### config.mk
export PLATFORM = sky130hd
export DESIGN_NAME = spi_slave_rx
export DESIGN_NICKNAME = d
export VERILOG_FILES = /design/src/rtl/spi_slave_rx_pkg.sv /design/src/rtl/spi_slave_rx_sync_edge.sv /design/src/rtl/spi_slave_rx.sv
export SDC_FILE = /design/constraint.sdc
export NUM_CORES = 1
export LEC_CHECK = 0
export CAP_MARGIN = 10
export CORE_MARGIN = 4
export CORE_UTILIZATION = 35
export CTS_CLUSTER_DIAMETER = 80
export DETAILED_ROUTE_END_ITERATION = 8
export PLACE_DENSITY = 0.65
export SLEW_MARGIN = 40
export SYNTH_ARGS = -nofsm -noshare
export SYNTH_HDL_FRONTEND = slang
export SYNTH_SLANG_ARGS = --single-unit
### constraint.sdc
create_clock -name clk -period 3.8 [get_ports clk]
set_input_delay 0.57 -clock clk [delete_from_list [all_inputs] [get_ports clk]]
set_output_delay 0.57 -clock clk [all_outputs]
set_load 0.01 [all_outputs]
### src/rtl/spi_slave_rx_pkg.sv
// Shared SPI definitions: default word width, synchronizer depth, receiver FSM
// state encodings and the SPI mode-0 clock polarity/phase constants.
package spi_slave_rx_pkg;

    localparam int SPI_DATA_WIDTH  = 8;
    localparam int SPI_SYNC_STAGES = 2;

    // Mode 0: SCLK idles low, data sampled on the rising edge, changed on the falling edge.
    localparam bit SPI_CPOL = 1'b0;
    localparam bit SPI_CPHA = 1'b0;

    typedef enum logic {
        ST_IDLE  = 1'b0,
        ST_SHIFT = 1'b1
    } state_t;

endpackage

### src/rtl/spi_slave_rx_sync_edge.sv
// Multi-flop synchronizer for one asynchronous input, with single-cycle rise and
// fall pulses taken from the last sync stage against one extra history flop.
module spi_slave_rx_sync_edge #(
    parameter int   STAGES    = 2,
    parameter logic RESET_VAL = 1'b0
) (
    input  logic clk,
    input  logic reset,
    input  logic din,
    output logic sync,
    output logic rise,
    output logic fall
);

    logic [STAGES-1:0] pipe;
    logic              last;

    always_ff @(posedge clk or posedge reset) begin
        if (reset) begin
            pipe <= {STAGES{RESET_VAL}};
            last <= RESET_VAL;
        end else begin
            pipe <= {pipe[STAGES-2:0], din};
            last <= pipe[STAGES-1];
        end
    end

    assign sync = pipe[STAGES-1];
    assign rise = sync & ~last;
    assign fall = ~sync & last;

endmodule

### src/rtl/spi_slave_rx.sv
// SPI mode-0 target receiver: oversampled SCLK/MOSI/SS, MSB-first words on rx_data.
// Optional transmit path (tx_byte in, MISO out) is built when SPI_SLAVE_MISO_EN is defined.
module spi_slave_rx
    import spi_slave_rx_pkg::*;
#(
    parameter int DATA_WIDTH  = SPI_DATA_WIDTH,
    parameter int SYNC_STAGES = SPI_SYNC_STAGES
) (
    input  logic                  clk,
    input  logic                  reset,
    input  logic                  SCLK,
    input  logic                  MOSI,
    input  logic                  SS,
`ifdef SPI_SLAVE_MISO_EN
    input  logic [DATA_WIDTH-1:0] tx_byte,
    output logic                  MISO,
`endif
    output logic [DATA_WIDTH-1:0] rx_data,
    output logic                  rx_valid,
    output logic                  frame_err,
    output logic                  busy,
    output logic                  state_dbg
);

    localparam int CW = $clog2(DATA_WIDTH) + 1;
    localparam logic [CW-1:0] FULL = CW'(DATA_WIDTH);

    state_t                state, state_next;
    logic [CW-1:0]         bit_cnt, cnt_next;
    logic [DATA_WIDTH-1:0] shift, shift_next;
    logic                  word_done, err_next;

    logic sclk_s, sclk_rise, sclk_fall;
    logic ss_s, ss_rise, ss_fall;
    logic [SYNC_STAGES-1:0] mosi_pipe;
    logic                   mosi_s;

    spi_slave_rx_sync_edge #(.STAGES(SYNC_STAGES), .RESET_VAL(1'b0)) u_sclk_sync (
        .clk   (clk),
        .reset (reset),
        .din   (SCLK),
        .sync  (sclk_s),
        .rise  (sclk_rise),
        .fall  (sclk_fall)
    );

    spi_slave_rx_sync_edge #(.STAGES(SYNC_STAGES), .RESET_VAL(1'b1)) u_ss_sync (
        .clk   (clk),
        .reset (reset),
        .din   (SS),
        .sync  (ss_s),
        .rise  (ss_rise),
        .fall  (ss_fall)
    );

    // Same depth as the SCLK synchronizer so MOSI is stable when the rise pulse fires.
    always_ff @(posedge clk or posedge reset) begin
        if (reset) begin
            mosi_pipe <= '0;
        end else begin
            mosi_pipe <= {mosi_pipe[SYNC_STAGES-2:0], MOSI};
        end
    end
    assign mosi_s = mosi_pipe[SYNC_STAGES-1];

    always_ff @(posedge clk or posedge reset) begin
        if (reset) begin
            state <= ST_IDLE;
        end else begin
            state <= state_next;
        end
    end

    // A full count is retired the cycle after it is reached, even if SS rose meanwhile,
    // so a word whose last bit coincides with SS rising still completes cleanly.
    always_comb begin
        state_next = state;
        cnt_next   = bit_cnt;
        shift_next = shift;
        word_done  = (bit_cnt == FULL);
        err_next   = 1'b0;
        if (word_done) begin
            cnt_next = '0;
        end
        case (state)
            ST_IDLE: begin
                if (ss_fall) begin
                    state_next = ST_SHIFT;
                    cnt_next   = '0;
                    shift_next = '0;
                end
            end
            ST_SHIFT: begin
                if (sclk_rise) begin
                    shift_next = {shift[DATA_WIDTH-2:0], mosi_s};
                    cnt_next   = cnt_next + CW'(1);
                end
                if (ss_rise) begin
                    state_next = ST_IDLE;
                    if (cnt_next != '0 && cnt_next != FULL) begin
                        err_next = 1'b1;
                        cnt_next = '0;
                    end
                end
            end
            default: state_next = ST_IDLE;
        endcase
    end

    // rx_valid is a strobe with no back-pressure: a consumer must take rx_data in the
    // cycle rx_valid is high; rx_data then holds until the next completed word.
    always_ff @(posedge clk or posedge reset) begin
        if (reset) begin
            bit_cnt   <= '0;
            shift     <= '0;
            rx_data   <= '0;
            rx_valid  <= 1'b0;
            frame_err <= 1'b0;
        end else begin
            bit_cnt   <= cnt_next;
            shift     <= shift_next;
            rx_valid  <= word_done;
            frame_err <= err_next;
            if (word_done) begin
                rx_data <= shift;
            end
        end
    end

    assign busy      = ~ss_s;
    assign state_dbg = (state == ST_SHIFT);

`ifdef SPI_SLAVE_MISO_EN
    logic [DATA_WIDTH-1:0] tx_shift;

    // The falling edge right after a word's last rise sees bit_cnt==0 and must not
    // advance, otherwise the freshly reloaded MSB would be lost.
    always_ff @(posedge clk or posedge reset) begin
        if (reset) begin
            tx_shift <= '0;
        end else if ((ss_fall && state == ST_IDLE) || word_done) begin
            tx_shift <= tx_byte;
        end else if (sclk_fall && state == ST_SHIFT && bit_cnt != '0) begin
            tx_shift <= {tx_shift[DATA_WIDTH-2:0], 1'b0};
        end
    end

    assign MISO = busy & tx_shift[DATA_WIDTH-1];
`else
    logic unused_sclk;
    assign unused_sclk = sclk_fall | sclk_s;
`endif

endmodule

==> reports/results.ini <==
[worst_setup_path]
endpoint = busy
startpoint = u_ss_sync.pipe[1]
cp-end-kind = output port
rr_worst_depth = 7
crit_fanout = 5
cp.arrival_ps = 1440
cp-start-kind = flop
r2r_slack_ps = 2100
crit_type = flop to output port
critPathRequiredTime_ps = 3230
r2r_start = bit_cnt[0]
r2r_end = bit_cnt[3]

[synth]
ys_warn_count = 0
synth.net_count = 112
ys_top_cells_by_area = dfrtp_1 (56%), nand2_1 (8.3%), dfstp_2 (6.3%)
ys_types = 31
synth_top_area_share_pct = 55.7
yosysSeqAreaShare_pct = 61.9
syn-cell-area_um2 = 1260
syn-instance-count = 105
ys_seq_elements = 31
synth.avg_cell_area_um2 = 12.0
synth_top_area_cell = dfrtp_1

[cells_and_area]
num_antenna_cells = 0
layout-drive-gt1-share_pct = 16.0
area_growth_pct = 21.4
fillerInstances = 339
final_util_pct = 44.7
final_cell_mix = nand2_1 (28), dfrtp_1 (28), clkdlybuf4s50_1 (16)
multi_input_area_um2 = 422
final_nets = 131
seqCellArea_um2 = 779

[place]
io_buffers = 16
dp_hpwl_um = 1370
gp_congestion = 0.760
pre_cts_slack_ps = 2110

[timing]
slew_violations = 0
rsz0062_at_grt = false
skew_ps = 5.82
max_freq_mhz = 497
fin_ws_ps = 1790
tightest_slew_ps = 614
fin_setup_tns_ps = 0
setup_violations = 0
hold_violations = 0
max-slew-margin-rel_pct = 59.0
period_share_pct = 53.0
timing.final.crit_period_ps = 2010

[detailed_routing]
drt_iter0_drc = 36
wl_per_cell_um = 12.2
drt-pass1-iter-count = 4
drc = 0
ant_nets = 0
drt_wl_total_um = 2080
num_vias = 845
viasPerCell = 4.94

[clocking]
cts-root-buf = clkbuf_4
path_clk_slew_ps = 90
cts_sinks = 31
cts_setup_buffers = 0
cts_buffer_depth = 2
cts_resized = 0
insertion_delay_ps = 320
cts.htree.levels = 2
cts_buffers = 5
cts_tree = built
cts_hold_buf = 0

[floorplan]
initial_core_util_pct = 36.8
rows = 21
die_w_um = 68.0
die_h_um = 68.0
core_um2 = 3420
ios = 17
fp.dieArea_um2 = 4620

[pwr]
p_clk_share_pct = 38.6
leakagePower_nw = 0.725
combPwrFrac_pct = 8.7
pwr-share-seq_pct = 52.7
ir_drop_mv = 0.231
power.internal_mw = 0.527
p_per_area_nw_per_um2 = 447
p_sw_mw = 0.156
p_sw_share_pct = 22.8

[grt]
globalRouteOverflowTotal = 0
antenna_found_initial = 0
grt_pass1_vias = 842
grt_pass1_wl_um = 3750
grt_max_degree = 32
grtUsageTotal_pct = 11.0

[status]
outcome = finished clean

[run]
cap_violations = 0

[worst_hold_path]
min_path_type = flop to flop

==> worst max-delay path, cell delays in order, from the launching register on <==
cell and delay, ps:
dfstp_2 580, inv_2 70, clkdlybuf4s50_1 480
==> through the flow <==
stage | power, mW | hold slack [ps] | cells | instance area, µm²
floorplan | 0.408 | 331 | 105 | 1260
global placement | 0.424 | 339 | 163 | 1440
detailed placement | 0.426 | 346 | 163 | 1440
CTS | 0.693 | 364 | 171 | 1530
global route | 0.716 | 369 | 171 | 1530
finish | 0.683 | 361 | 171 | 1530
==> cells by family (layout without fill, tap and decap cells) <==
group	count (synthesis)	count (layout)	synth area share, %
and+or+nand+nor	38	38	14.7
AOI/OAI and AO/OA	23	23	16.1
adders and majority gates	2	2	1.99
DFF	31	31	61.9
buffers and inverters	10	30	4.57
xor gates and xnor gates	1	1	0.696
==> synthesized netlist by cell type <==
cell type / number
dfrtp_1: 28
nand2_1: 28
a22o_1: 8
inv_1: 4
a21oi_1: 3
dfstp_2: 3
a31oi_1: 2
buf_6: 2
ha_1: 2
inv_2: 2
nand2b_1: 2
nand4_1: 2
a21o_1: 1
a21oi_2: 1
a221oi_1: 1
a31oi_2: 1
and3b_1: 1
and3b_2: 1
buf_2: 1
buf_4: 1
nand3_1: 1
nand3b_1: 1
nand3b_4: 1
nor2_1: 1
o21a_1: 1
o21ai_0: 1
o21ai_1: 1
o22ai_1: 1
o32ai_2: 1
o41ai_4: 1
xor2_1: 1
==> layer usage <==
layer | share of wire [%] | global-route usage, %
met3 | 6.2 | 3.45
met4 | 1.1 | 5.21
met5 | 0 | 0
met2 | 46 | 16.4
met1 | 47 | 14.6
==> state kept, by name, indices dropped and copies added, names as in the netlist <==
signal	flops
u_ss_sync.pipe	2
bit_cnt	4
frame_err	1
u_ss_sync.last	1
u_sclk_sync.pipe	2
state_dbg	1
rx_data	8
rx_valid	1
u_sclk_sync.last	1
shift	8
mosi_pipe	2
==> cell type report <==
type | instances | area share [%]
Clock buffer | 6 | 3.36
Inverter | 6 | 1.47
Sequential cell | 31 | 51.0
Tap cell | 46 | 3.77
Multi-Input combinational cell | 64 | 27.6
Timing Repair Buffer | 16 | 10.5
Clock inverter | 2 | 2.29
==> power groups by stage <==
stage                     sequential, mW  clock [mW]  combinational, mW
after floorplan                    0.362           0             0.0464
after global placement             0.366           0             0.0582
after detailed placement           0.366           0             0.0595
after CTS                          0.360       0.273             0.0602
after global routing               0.363       0.287             0.0656
final                              0.360       0.264             0.0592
==> worst min path at each step <==
stage	cells after the start	to	slack (ps)	start
5_1_grt	0	u_ss_sync.pipe[1]	370	u_ss_sync.pipe[0]
3_5_place_dp	0	mosi_pipe[1]	350	mosi_pipe[0]
6_report	0	u_sclk_sync.pipe[1]	360	u_sclk_sync.pipe[0]
3_3_place_gp	0	u_sclk_sync.pipe[1]	340	u_sclk_sync.pipe[0]
2_1_floorplan	0	mosi_pipe[1]	330	mosi_pipe[0]
4_1_cts	0	u_ss_sync.pipe[1]	360	u_ss_sync.pipe[0]
Power figures use the tool's default switching activity.
